$ cat src/rtl/alu_ctrl_pkg.sv
// Control codes shared between the ALU control block and the HI/LO multiply unit,
// plus the multiply unit's state encoding.
package alu_ctrl_pkg;

    localparam logic [5:0] SIG_MUL    = 6'b011001;
    localparam logic [5:0] SIG_MFHI   = 6'b010000;
    localparam logic [5:0] SIG_MFLO   = 6'b010010;
    localparam logic [5:0] SIG_COMMIT = 6'b111111;

    localparam int CNT_W = 6;

    typedef enum logic [1:0] {
        ST_IDLE = 2'd0,
        ST_RUN  = 2'd1,
        ST_WAIT = 2'd2
    } mul_state_e;

endpackage

$ cat src/rtl/mul_step.sv
// One combinational shift-add step of an unsigned multiplier: conditionally add the
// multiplicand into the upper half (keeping the carry), then shift the product right.
module mul_step #(
    parameter int WIDTH = 32
) (
    input  logic [2*WIDTH-1:0] prod,
    input  logic [WIDTH-1:0]   mcand,
    input  logic               mbit,
    output logic [2*WIDTH-1:0] prod_next
);

    logic [WIDTH:0] sum;

    // NOTE: every signal written in always_comb is assigned on all paths, so no latch is inferred.
    always_comb begin
        sum       = {1'b0, prod[2*WIDTH-1:WIDTH]} + (mbit ? {1'b0, mcand} : '0);
        prod_next = {sum, prod[WIDTH-1:1]};
    end

endmodule

$ cat src/rtl/mul_hilo_unit.sv
// Sequential unsigned multiplier with HI/LO result registers, driven one control code
// per cycle by the ALU control block (load, 32 steps, optional hold, then commit).
module mul_hilo_unit
    import alu_ctrl_pkg::*;
#(
    parameter int WIDTH = 32
) (
    input  logic             clk,
    input  logic             rst_n,
    input  logic [5:0]       Signal,
    input  logic [WIDTH-1:0] dataA,
    input  logic [WIDTH-1:0] dataB,
    output logic [WIDTH-1:0] dataOut,
    output logic             busy,
    output logic             done
);

    localparam logic [CNT_W-1:0] LAST_STEP = CNT_W'(WIDTH - 1);

    mul_state_e         state;
    logic [WIDTH-1:0]   mcand;
    logic [WIDTH-1:0]   mplier;
    logic [2*WIDTH-1:0] prod;
    logic [2*WIDTH-1:0] prod_next;
    logic [CNT_W-1:0]   cnt;
    logic [WIDTH-1:0]   hi;
    logic [WIDTH-1:0]   lo;

    mul_step #(.WIDTH(WIDTH)) u_step (
        .prod      (prod),
        .mcand     (mcand),
        .mbit      (mplier[0]),
        .prod_next (prod_next)
    );

    // NOTE: state registers use non-blocking assignments so every register samples pre-edge values.
    always_ff @(posedge clk or negedge rst_n) begin
        if (!rst_n) begin
            state  <= ST_IDLE;
            mcand  <= '0;
            mplier <= '0;
            prod   <= '0;
            cnt    <= '0;
            hi     <= '0;
            lo     <= '0;
            done   <= 1'b0;
        end else begin
            done <= 1'b0;
            case (state)
                ST_IDLE: begin
                    if (Signal == SIG_MUL) begin
                        mcand  <= dataA;
                        mplier <= dataB;
                        prod   <= '0;
                        cnt    <= '0;
                        state  <= ST_RUN;
                    end
                end
                ST_RUN: begin
                    // Anything other than a continued MUL hold (COMMIT included) abandons the multiply.
                    if (Signal == SIG_MUL) begin
                        prod   <= prod_next;
                        mplier <= mplier >> 1;
                        if (cnt == LAST_STEP) begin
                            cnt   <= '0;
                            state <= ST_WAIT;
                        end else begin
                            cnt <= cnt + CNT_W'(1);
                        end
                    end else begin
                        state <= ST_IDLE;
                    end
                end
                ST_WAIT: begin
                    if (Signal == SIG_COMMIT) begin
                        hi    <= prod[2*WIDTH-1:WIDTH];
                        lo    <= prod[WIDTH-1:0];
                        done  <= 1'b1;
                        state <= ST_IDLE;
                    end else if (Signal != SIG_MUL) begin
                        state <= ST_IDLE;
                    end
                end
                default: state <= ST_IDLE;
            endcase
        end
    end

    always_comb begin
        busy = (state == ST_RUN) || (state == ST_WAIT);
    end

    always_comb begin
        dataOut = '0;
        if (Signal == SIG_MFHI) begin
            dataOut = hi;
        end else if (Signal == SIG_MFLO) begin
            dataOut = lo;
        end
    end

endmodule

$ cat config.mk
export PLATFORM = sky130hd
export DESIGN_NAME = mul_hilo_unit
export DESIGN_NICKNAME = d
export VERILOG_FILES = /design/src/rtl/alu_ctrl_pkg.sv /design/src/rtl/mul_step.sv /design/src/rtl/mul_hilo_unit.sv
export SDC_FILE = /design/constraint.sdc
export NUM_CORES = 1
export LEC_CHECK = 0
export CAP_MARGIN = 20
export CORE_ASPECT_RATIO = 0.6
export CORE_MARGIN = 1
export CORE_UTILIZATION = 37
export CTS_BUF_LIST = sky130_fd_sc_hd__clkbuf_8
export CTS_CLUSTER_SIZE = 16
export DETAILED_ROUTE_END_ITERATION = 7
export PLACE_DENSITY = 0.66
export SYNTH_ARGS = -nofsm -noshare
export SYNTH_HDL_FRONTEND = slang
export SYNTH_SLANG_ARGS = --single-unit
$ cat constraint.sdc
create_clock -name clk -period 3.6 [get_ports clk]
set_input_delay 0.9 -clock clk [delete_from_list [all_inputs] [get_ports clk]]
set_output_delay 0.9 -clock clk [all_outputs]
set_load 0.01 [all_outputs]
==> results.md, run 1 <==
* Post-synthesis net count at 1040
* Core ar. at 26700 um2
* Fin Setup TNS at 0 ns
* Post-DP HPWL at 17000 um
* Die width at 216 um
* Syn. warnings at 0
* PD cells at 443 nW/um2
* Largest net degree at the start of global routing at 111
* Avg Cell Area, Syn at 10.9 um2
* Worst Path Required at 2.70 ns
* Vias post-DR at 7345
* Tcrit/Tclk final at 95.8%
* H-Tree Depth at 1
* #FFs+latches synth at 201
* Design Area, Final at 12400 um2
* Most frequent cells in the layout: 201 x dfrtp_1, 103 x clkdlybuf4s50_1, 96 x mux2_2
* Tightest Pin Transition at 0.872 ns
* XOR/XNOR share of the synthesized area at 1.98%
* Commonest non-fill, non-tap cell in the layout: dfrtp_1
* Io pins at 106
* Crit path kind: in -> out
* CTS tree: yes
* Lkg Pwr at 5.70 nW
* Effective utilization at floorplan at 38.2%
* Main combinational cell family by area after synthesis: multiplexers
* Worst stage delay on the critical path at 0.54 ns
* Post-synthesis compound-gate area fraction at 14.5%
* Placed cell area at 11800 um2
* Yosys top cell by area: dfrtp_1
* Clk Tree Root Cell: clkbuf_8
* Post-synth EDFFs at 0
* GRT overflow at 0
* Latest clock arrival within the worst-skew pair at 0.59 ns
* Final min period at 3.45 ns
* CTS Hold Bufs at 0
* 1st-pass router iterations at 4
* Sink Count at 201
* Crit path max-delay family: buffers and inverters
* Worst-path cell chain: clkdlybuf4s50_1, nor2_1, nand3_1, buf_12, nor2_1, clkdlybuf4s50_1
* DRC viols at 0
* Fin cells at 1421
* Setup slack after placement at 0.146 ns
* Maxcap violations at 0
* Post-CTS sizing at 0
* Synthesized instance count at 931
* Site Rows at 46
* Die Ht at 131 um
* Simple-Gate Fraction of Synth Area at 10.3%
* Peak VDD IR at 199 uV
* Yosys cell types at 60
* Mapped cell area at 10200 um2
* Setup Skew at 0.0195 ns
* Number of port buffers at 105
* Hold Violations, Final at 0
* Fill cells at 2538
* Net count, final at 1150
* Critical-path cell with the highest stage delay: clkdlybuf4s50_1
* Adder-Cell Fraction of Synth Area at 4.62%
* Final setup viols at 0
* Routed wire length at 24100 um
* Initial DRC Count at 407
* First-pass GRT wire length at 39800 um
* CTS buffer count at 31
* Rel. slew slack at 41.6%
* Die ar. at 28200 um2
* Crit path buf inv count at 3
* Layout cells sized above 1 at 17.3%
* Clock-pin slew on the worst setup and hold paths at 0.06 ns
* Synthesis-to-finish area growth at 21.8%
* Placed cell count at 1368
* Fraction of registers with async set/reset at 100%
* Antenna viol nets, final at 0
* Register area at 5030 um2
* Post-layout util at 46.5%
* Number of diodes at 0
* Area taken by multi-input logic gates at 4930 um2
* Top-area cell type share of the netlist area at 49.4%
* Vias in the first global route at 7283
* Initial antenna violation count at 0
* Vias/cell at 5.17
* Clock buffer depth at 3
* Unrepaired setup endpoints after global routing: false
* Register area share after synthesis at 49.4%
* GR Util All Layers at 17.7%
* RD Place Congestion at 0.906
* Post-CTS setup buffers at 0
* DR WL/cell at 16.9 um
* Crit path launch type: input port
* CP arrival at 2.55 ns
* Final Max Tran Viols at 0
* CP Max Fanout at 32
* Status: complete, no violations
* Worst min path class: in -> async
* Proportion of synthesized area in mux cells at 16.8%
* Synth area leaders: dfrtp_1 49%, mux2_2 11%, mux2i_1 6.2%
* Max frequency at 0.290 GHz
* Ys flop type: dfrtp_1
* CP Capture Type: output pin
* Post-route setup slack at 0.153 ns
==> Yosys cell counts (2+ instances only) <==
cell / instances
dfrtp_1: 201
mux2_2: 96
nand2_1: 82
o21ai_0: 77
mux2i_1: 63
nor2_1: 56
clkbuf_1: 44
ha_1: 36
and2_1: 35
a22o_1: 33
a21oi_1: 28
nand3_1: 19
a21o_1: 17
inv_1: 14
xnor2_1: 12
xor2_1: 11
o21a_1: 7
o21ai_1: 7
a31oi_1: 6
o211ai_1: 6
buf_1: 5
nand4_1: 5
o21bai_1: 5
or3_1: 5
and3_1: 4
nor2b_1: 4
nor3_1: 4
a32o_1: 3
nand2b_1: 3
o31a_1: 3
o31ai_1: 3
or2_2: 3
a21boi_1: 2
a221oi_1: 2
a22oi_1: 2
nand3b_1: 2
o2111ai_1: 2
o22ai_1: 2
==> sequential cells by signal (all words and copies together) (netlist names) <==
name / cells
mplier: 32
done: 1
state: 2
cnt: 6
mcand: 32
hi: 32
lo: 32
prod: 64
==> path summary, 6_finish.rpt <==
check | start | end | slack, ns | cells past startpoint
worst max-delay path | Signal[2] | dataOut[19] | 0.15 | 6
worst min-delay path | rst_n | mplier[21] | 0.14 | 1
worst max register to register | mplier[0] | prod[63] | 0.47 | 13
worst min register to register | mplier[13] | mplier[13] | 0.48 | 2
max in group asynchronous | rst_n | lo[19] | 2.68 | 2
min in group clk | mplier[13] | mplier[13] | 0.48 | 2
==> stage by stage <==
stage	power, mW	hold slack, ns
2_1_floorplan	3.21	0.450
3_3_place_gp	3.55	0.463
3_5_place_dp	3.58	0.470
4_1_cts	5.59	0.0966
5_1_grt	5.83	0.0997
6_report	5.50	0.136
==> routing by layer <==
| layer | up-vias | track usage [%] | wire length (um) |
|---|---|---|---|
| li1 | 3567 | - | - |
| met1 | 3595 | 27.8 | 13000 |
| met2 | 154 | 25.0 | 9540 |
| met3 | 29 | 3.68 | 1210 |
| met4 | 0 | 2.86 | 295 |
| met5 | - | 0 | 0 |
==> power breakdown <==
part           internal (mW)  switching [mW]
logic                  0.443           0.482
clock network           1.07           0.907
registers               2.48           0.122
total                   3.99            1.51
==> cell type report <==
type,instances,share of cell area (%)
Clock inverter,16,1.04
Multi-Input combinational cell,665,39.7
Tap cell,360,3.63
Clock buffer,37,4.10
Timing Repair Buffer,128,10.6
Inverter,14,0.423
Sequential cell,201,40.5
==> kinds of logic after synthesis <==
group | after synthesis
adders and majority gates | 37
muxes | 159
DFF | 201
AOI/OAI and AO/OA | 220
xor gates and xnor gates | 23
and+or+nand+nor | 226
buffers and inverters | 65
Power figures use the tool's default switching activity.
==> run 2: changes to the inputs <==
--- a/config.mk
+++ b/config.mk
@@ -12,7 +12,7 @@
 export CTS_BUF_LIST = sky130_fd_sc_hd__clkbuf_8
 export CTS_CLUSTER_SIZE = 16
 export DETAILED_ROUTE_END_ITERATION = 7
-export PLACE_DENSITY = 0.66
+export PLACE_DENSITY = 0.68
 export SYNTH_ARGS = -nofsm -noshare
 export SYNTH_HDL_FRONTEND = slang
 export SYNTH_SLANG_ARGS = --single-unit
==> constraint.sdc (replaced) <==
create_clock -name clk -period 2.9 [get_ports clk]
set_input_delay 0.725 -clock clk [delete_from_list [all_inputs] [get_ports clk]]
set_output_delay 0.725 -clock clk [all_outputs]
set_load 0.01 [all_outputs]
==> run 2 against run 1 <==
Net effect: the flow now finishes with violations (negative setup slack); first-iteration DRC count increased by 14%; setup slack got worse by 0.31 ns; critical path depth increased by 6; total power increased by 29%; non-clock buffer count increased by 50; clock power increased by 26%; count of clock-buffer cells in the layout unchanged; via count increased by 4.6%; hold slack got worse by 0.0024 ns; highest routed layer unchanged; largest power group unchanged; wire length increased by 8.5%.
==> results.md, run 2 (synthesis results as in run 1) <==
* Status: finished with violations
* Violated checks: negative setup slack
* Initial antenna violation count at 0
* Wire length on met3 at 1340 um
* Hold Violations, Final at 0
* Number of diodes at 0
* Rel. slew slack at 62.2%
* Die width at 216 um
* PD cells at 540 nW/um2
* GRT overflow at 0
* Most frequent cells in the layout: 200 x dfrtp_1, 96 x mux2_2, 80 x nand2_1
* GR Util All Layers at 18.4%
* Sink Count at 201
* H-Tree Depth at 1
* Maxcap violations at 0
* Vias/cell at 5.22
* WL met1 at 13800 um
* Max frequency at 0.327 GHz
* DR WL/cell at 17.8 um
* Vias post-DR at 7682
* Die ar. at 28200 um2
* Layout cells sized above 1 at 24.5%
* Tightest Pin Transition at 0.565 ns
* Placed cell area at 12100 um2
* DRC viols at 0
* Routed wire length at 26100 um
* CP Max Fanout at 4
* CTS tree: yes
* DR top layer: met4
* Effective utilization at floorplan at 38.2%
* Crit path launch type: flip-flop
* Antenna viol nets, final at 0
* Vias in the first global route at 7486
* Worst Path Required at 3.40 ns
* Fin Setup TNS at -0.287 ns
* Final min period at 3.06 ns
* First-pass GRT wire length at 41400 um
* Post-layout util at 49.1%
* Clock buffer depth at 3
* Unrepaired setup endpoints after global routing: true
* Io pins at 106
* Largest reg by FF count: prod
* Tcrit/Tclk final at 105%
* Latest clock arrival within the worst-skew pair at 0.61 ns
* Post-DP HPWL at 18100 um
* Commonest non-fill, non-tap cell in the layout: dfrtp_1
* Largest net degree at the start of global routing at 64
* Hold Worst Slack at 0.133 ns
* Site Rows at 46
* RD Place Congestion at 0.906
* Wire length on met2 at 10700 um
* Synthesis-to-finish area growth at 28.7%
* Post-route setup slack at -0.158 ns
* Net count, final at 1200
* Setup Skew at 0.0276 ns
* Final Max Tran Viols at 0
* CP Capture Type: flip-flop
* Final setup viols at 4
* Worst min path class: in -> async
* CTS buffer count at 31
* Initial DRC Count at 464
* Peak VDD IR at 260 uV
* Fill cells at 2457
* Core ar. at 26700 um2
* 1st-pass router iterations at 5
* Design Area, Final at 13100 um2
* Max FFs per register at 64
* Crit path kind: reg -> reg
* Clk Tree Root Cell: clkbuf_8
* Clock-pin slew on the worst setup and hold paths at 0.07 ns
* Number of port buffers at 105
* Lkg Pwr at 6.19 nW
* CP arrival at 3.55 ns
* Die Ht at 131 um
==> run 2: changes by cell type in the layout (fill, tap and decap cells not counted), moves of 4 or more <==
cell,change
ha_1,-10
clkdlybuf4s50_1,-32
ha_4,+6
buf_12,+6
ha_2,+4
dlygate4sd2_1,+32
buf_4,+40
==> run 2: worst paths after layout <==
path	start	endpoint	slack, ns	depth (start not counted)
setup / recovery	mplier[0]	prod[59]	-0.16	12
hold / removal	rst_n	lo[26]	0.13	1
setup reg to reg	mplier[0]	prod[59]	-0.16	12
hold reg to reg	mplier[27]	mplier[27]	0.48	2
max in group asynchronous	rst_n	mplier[16]	2.08	2
min in group clk	mplier[27]	mplier[27]	0.48	2
==> run 2: metal layers <==
metal | vias to the layer above | global-route usage [%]
met4 | 0 | 3.31
met3 | 27 | 3.52
li1 | 3669 | -
met5 | - | 0
met2 | 192 | 26.3
met1 | 3794 | 28.6
==> run 2: metrics by stage <==
step                instances  worst slack, ns  power, mW
global route             1471           -0.195       7.46
floorplan                 931           0.0766       3.99
CTS                      1460          -0.0209       7.01
global placement         1407           -0.130       4.45
detailed placement       1407           -0.171       4.49
finish                   1471           -0.158       7.09
==> run 2: cell type report <==
class                      count  area, um2  share of cell area [%]
sequential                   201       5030                    38.4
inverter                      14       52.6                   0.401
timing repair buffer         178       1780                    13.5
clock inverter                16        129                   0.982
multi-input combinational    665       5170                    39.4
tap                          360        450                    3.43
clock buffer                  37        509                    3.88
==> run 2: power by group <==
part / total [mW] / switching [mW] / internal (mW) / leakage, nW
registers: 3.25 / 0.177 / 3.07 / 2.74
clock network: 2.49 / 1.16 / 1.33 / 0.349
logic: 1.35 / 0.670 / 0.678 / 3.10
total: 7.09 / 2.00 / 5.08 / 6.19
==> run 2: repair_timing <==
action	in CTS	in global routing
pin swaps	5	28
cloned	0	3
setup buffers	0	8
resized for setup	35	47
hold buffers	0	0
endpoints found under the setup margin	36	17
==> run 2: critical path, cell delays in order (launching register included) <==
cell and delay [ns]:
dfrtp_2 0.44, buf_12 0.15, clkbuf_16 0.16, and2_1 0.14, ha_1 0.29, a21o_1 0.21
a21oi_4 0.20, o211ai_2 0.12, a311oi_2 0.31, nor4_2 0.07, o31a_1 0.33, or3_1 0.31
a32o_1 0.23
==> RTL edit 1, RTL diff (settings of run 2) <==
`WIDTH` is set to 32 in 2 places; all go to 64.
--- a/src/rtl/mul_step.sv
+++ b/src/rtl/mul_step.sv
@@ -1,7 +1,7 @@
 // One combinational shift-add step of an unsigned multiplier: conditionally add the
 // multiplicand into the upper half (keeping the carry), then shift the product right.
 module mul_step #(
-    parameter int WIDTH = 32
+    parameter int WIDTH = 64
 ) (
     input  logic [2*WIDTH-1:0] prod,
     input  logic [WIDTH-1:0]   mcand,
--- a/src/rtl/mul_hilo_unit.sv
+++ b/src/rtl/mul_hilo_unit.sv
@@ -3,7 +3,7 @@
 module mul_hilo_unit
     import alu_ctrl_pkg::*;
 #(
-    parameter int WIDTH = 32
+    parameter int WIDTH = 64
 ) (
     input  logic             clk,
     input  logic             rst_n,
Interface: changed (resized dataA, dataB and dataOut); port bits go from 106 to 202. No check against the original RTL was run, so the function may have changed too.
==> RTL edit 1 against run 2 <==
  * The flow still finishes with violations (negative setup slack)
  * Via count up 130%
  * Count of clock-buffer cells in the layout up 47
  * Area after synthesis up 99%
  * Critical path depth unchanged
  * Largest cell class unchanged
  * Worst setup slack worse by 0.27 ns
  * Design area up 120%
  * Sequential cell count up 192
  * Total power up 94%
  * Wire length up 140%
==> RTL edit 1: results (changes against run 2) <==
status:
  status: "finished, violations left"
  failed_checks: "negative setup slack"
place:
  placed_area_um2: 25300  # +110%
  dp_cells: 3238  # +130%
  gp_congestion: 0.899  # -0.75%
  dp_hpwl_mm: 41.5  # +130%
synthesis:
  synth.yosys.seq_area_share: 0.485  # -0.00840
  yosys-mux-area-fraction: 0.101  # -0.0672
  synth.top_cells.by_area: "sky130_fd_sc_hd__dfrtp_1 (49%), sky130_fd_sc_hd__nand2_1 (11%), sky130_fd_sc_hd__mux2i_1 (6.5%)"
  synth_top_cells_by_count: "sky130_fd_sc_hd__nand2_1 (577), sky130_fd_sc_hd__dfrtp_1 (393), sky130_fd_sc_hd__o21ai_0 (165), sky130_fd_sc_hd__mux2i_1 (132), sky130_fd_sc_hd__nor2_1 (115)"
  post_synth_num_cell_types: 66  # +10%
final_layout:
  seq-cell-share: 0.343  # -0.0406
  num-nets-final: 2849  # +140%
  count_of_clock_buffers_in_the_final_design: 84  # +130%
  final-clk-cell-share: 0.0451  # -0.00350
sta:
  setup_viol: 46  # +42
  setup_total_negative_slack_ns: -9.82  # -9.53 ns
  timing.final.ws_setup_ns: -0.432  # -0.273 ns
  worst_hold_slack_ns: 0.474  # +0.340 ns
  worst_slew_margin_rel: 0.574  # -0.0475
worst_setup_path:
  path_delay_family: "simple AND/OR/NAND/NOR gates"
  worst_path_maximum_fanout: 30  # +26
  slowest_stage: "sky130_fd_sc_hd__o41a_1"
  cp-endpoint: "prod[119]"
pwr:
  power-per-cell-area_nw_per_um2: 481  # -11%
  irDropWorstVdd_mv: 0.299  # +15%
  p_sw_frac: 0.280  # -0.00241
  part_of_the_power_in_the_clock_network: 0.353  # +0.002
hold_path:
  holdCritPathClass: "flop to flop"
cts:
  clkLatencyLatePin_ns: 0.66  # +0.05 ns
  cts_inserted_buffers: 61  # +97%
  htree_levels: 2  # +1
global_route:
  grt_util_met3: 0.0297  # -0.00549
RTL edit 1: cell types whose count changed after synthesis, moves of 37 or more:
cell,change
sky130_fd_sc_hd__dfrtp_1,+192
sky130_fd_sc_hd__mux2i_1,+69
sky130_fd_sc_hd__nor2_1,+59
sky130_fd_sc_hd__nand2_1,+495
sky130_fd_sc_hd__a22o_1,+37
sky130_fd_sc_hd__clkbuf_1,+56
sky130_fd_sc_hd__a21oi_1,+54
sky130_fd_sc_hd__o21ai_0,+88
RTL edit 1: what timing repair did:
action | CTS | global route
setup buffers | 39 | 21
pin swaps | 89 | 78
hold buffers | 1 | 0
setup endpoints to repair | 112 | 83
endpoints found under the hold margin | 14 | 0
resized for setup | 401 | 130
cloned | 7 | 1
RTL edit 1: routing by layer:
| layer | vias up | wire, um |
|---|---|---|
| met5 | - | 0 |
| met4 | 0 | 1090 |
| met3 | 91 | 3050 |
| met2 | 457 | 28100 |
| met1 | 8745 | 30600 |
| li1 | 8418 | - |
==> RTL edit 2, RTL diff (flow settings as in run 2) <==
Made on the original files. Reset style: synchronous (`rst_n`), changed in one clocked block.
--- a/src/rtl/mul_hilo_unit.sv
+++ b/src/rtl/mul_hilo_unit.sv
@@ -34,7 +34,7 @@
     );
 
     // NOTE: state registers use non-blocking assignments so every register samples pre-edge values.
-    always_ff @(posedge clk or negedge rst_n) begin
+    always_ff @(posedge clk) begin
         if (!rst_n) begin
             state  <= ST_IDLE;
             mcand  <= '0;
Function: differs if rst_n is asserted again (counterexample within 4 cycles, from zero or initial values and one cycle with rst_n low); with rst_n held inactive, the same outputs for 10 cycles.
==> RTL edit 2 against run 2 <==
  * The run still ends with negative setup slack left
  * Wire length fell by 0.32%
  * Design area down 8.8%
  * Die area decreased by 6.2%
  * Worst hold slack improved by 0.32 ns
  * Via count rose by 12%
  * Sequential cell count unchanged
  * Worst setup slack gained 0.16 ns
  * Core utilization shrank 1.9 points
  * Sequential share of layout area shrank 4.7 points
  * Area after synthesis shrank 6.3%
  * Largest cell class unchanged
  * Highest routed layer unchanged
Power is not compared: it rests on default switching activity, and its combinational part moved more than twofold at a synthesized area within 25%.
==> RTL edit 2: results (changes against run 2) <==
status:
  status: "finished, violations left"
  failed_checks: "negative setup slack"
final_layout:
  buf_share: 0.124  # -0.0115
  numSequentialCells: 201  # unchanged
  post_route_cells_drive_above_1_share: 0.141  # -0.104
  num-nets-final: 1414  # +18%
  final-seq-area_um2: 4030  # -20%
  non_clock_inverter_count: 12  # -2
  buffers_excl_clock: 163  # -8.4%
  multi_input_gates: 897  # +35%
global_route:
  grtUsageTotal: 0.190  # +0.00599
  global_routing_met1_resource_utilization: 0.274  # -0.0123
  met2_usage: 0.292  # +0.0290
  first_global_vias: 8108  # +8.3%
  grt_first_pass_wirelength_mm: 41.2  # -0.27%
  grt_util_met3: 0.0347  # -0.000523
  grt_max_degree: 179  # +180%
synthesis:
  net_count_of_the_mapped_netlist: 1298  # +25%
  synth_top_cells_by_count: "sky130_fd_sc_hd__nand2_1 (252), sky130_fd_sc_hd__dfxtp_1 (201), sky130_fd_sc_hd__a21oi_1 (143), sky130_fd_sc_hd__nor2_1 (130), sky130_fd_sc_hd__clkbuf_1 (68)"
  ys_async_sr_fraction: 0  # -1.00
  post_synth_num_cell_types: 53  # -12%
  synth.yosys.seq_area_share: 0.421  # -0.0723
sta:
  setup_viol: 1  # -3
  timing.final.ws_setup_ns: -0.000226  # +0.158 ns
  skew_ns: 0.0301  # +0.00251 ns
worst_setup_path:
  arrival_ns: 3.36  # -0.19 ns
  r2r_slack_ns: -0.0002  # +0.16 ns
  worst_path_maximum_fanout: 5  # +1
  timing.critical_path.from: "mplier[0]"
  slowest_stage: "sky130_fd_sc_hd__fa_2"
route:
  routed-wl-met2_mm: 11.0  # +2.7%
  drt_iter0_drc: 511  # +10%
  met3_length_mm: 1.35  # +1.0%
  post_route_met1_wirelength_mm: 13.2  # -4.3%
  totalWireLength_mm: 26.0  # -0.32%
  detailroute.via_count: 8639  # +12%
place:
  gp_congestion: 0.932  # +2.9%
  dp_hpwl_mm: 17.8  # -1.4%
hold_path:
  holdCritPathClass: "flop to flop"
cts:
  cts_inserted_buffers: 30  # -3.2%
[RTL edit 2: per-stage QoR]
stage                     hold WS, ns  area [um^2]  power, W  cells    TNS, ns
after CTS                       0.453        11800   0.00556   1651      -1.03
final                           0.450        12000   0.00551   1657  -0.000226
after detailed placement        0.443        11200   0.00317   1596     -12.58
after global placement          0.438        11200   0.00317   1596     -11.81
after floorplan                 0.431         9550   0.00301   1189          0
after global routing            0.468        12000   0.00572   1657     -0.329
[RTL edit 2: cells by family (layout without fill, tap and decap cells)]
kind of cell    after synthesis  after routing  synth area share
compound gates              304            304             0.197
xor+xnor                     26             26            0.0238
fa+ha+maj                    37             37            0.0493
buf+inv                      91            230            0.0367
flops                       201            201             0.421
mux                          65             65            0.0682
simple gates                465            465             0.204
[RTL edit 2: repair_timing]
action                                 CTS  global route
buffers inserted                         0             3
cloned                                   0             3
endpoints found under the hold margin    0             0
setup endpoints to repair               41            46
gates resized for setup                117            68
pin swaps                                3            16
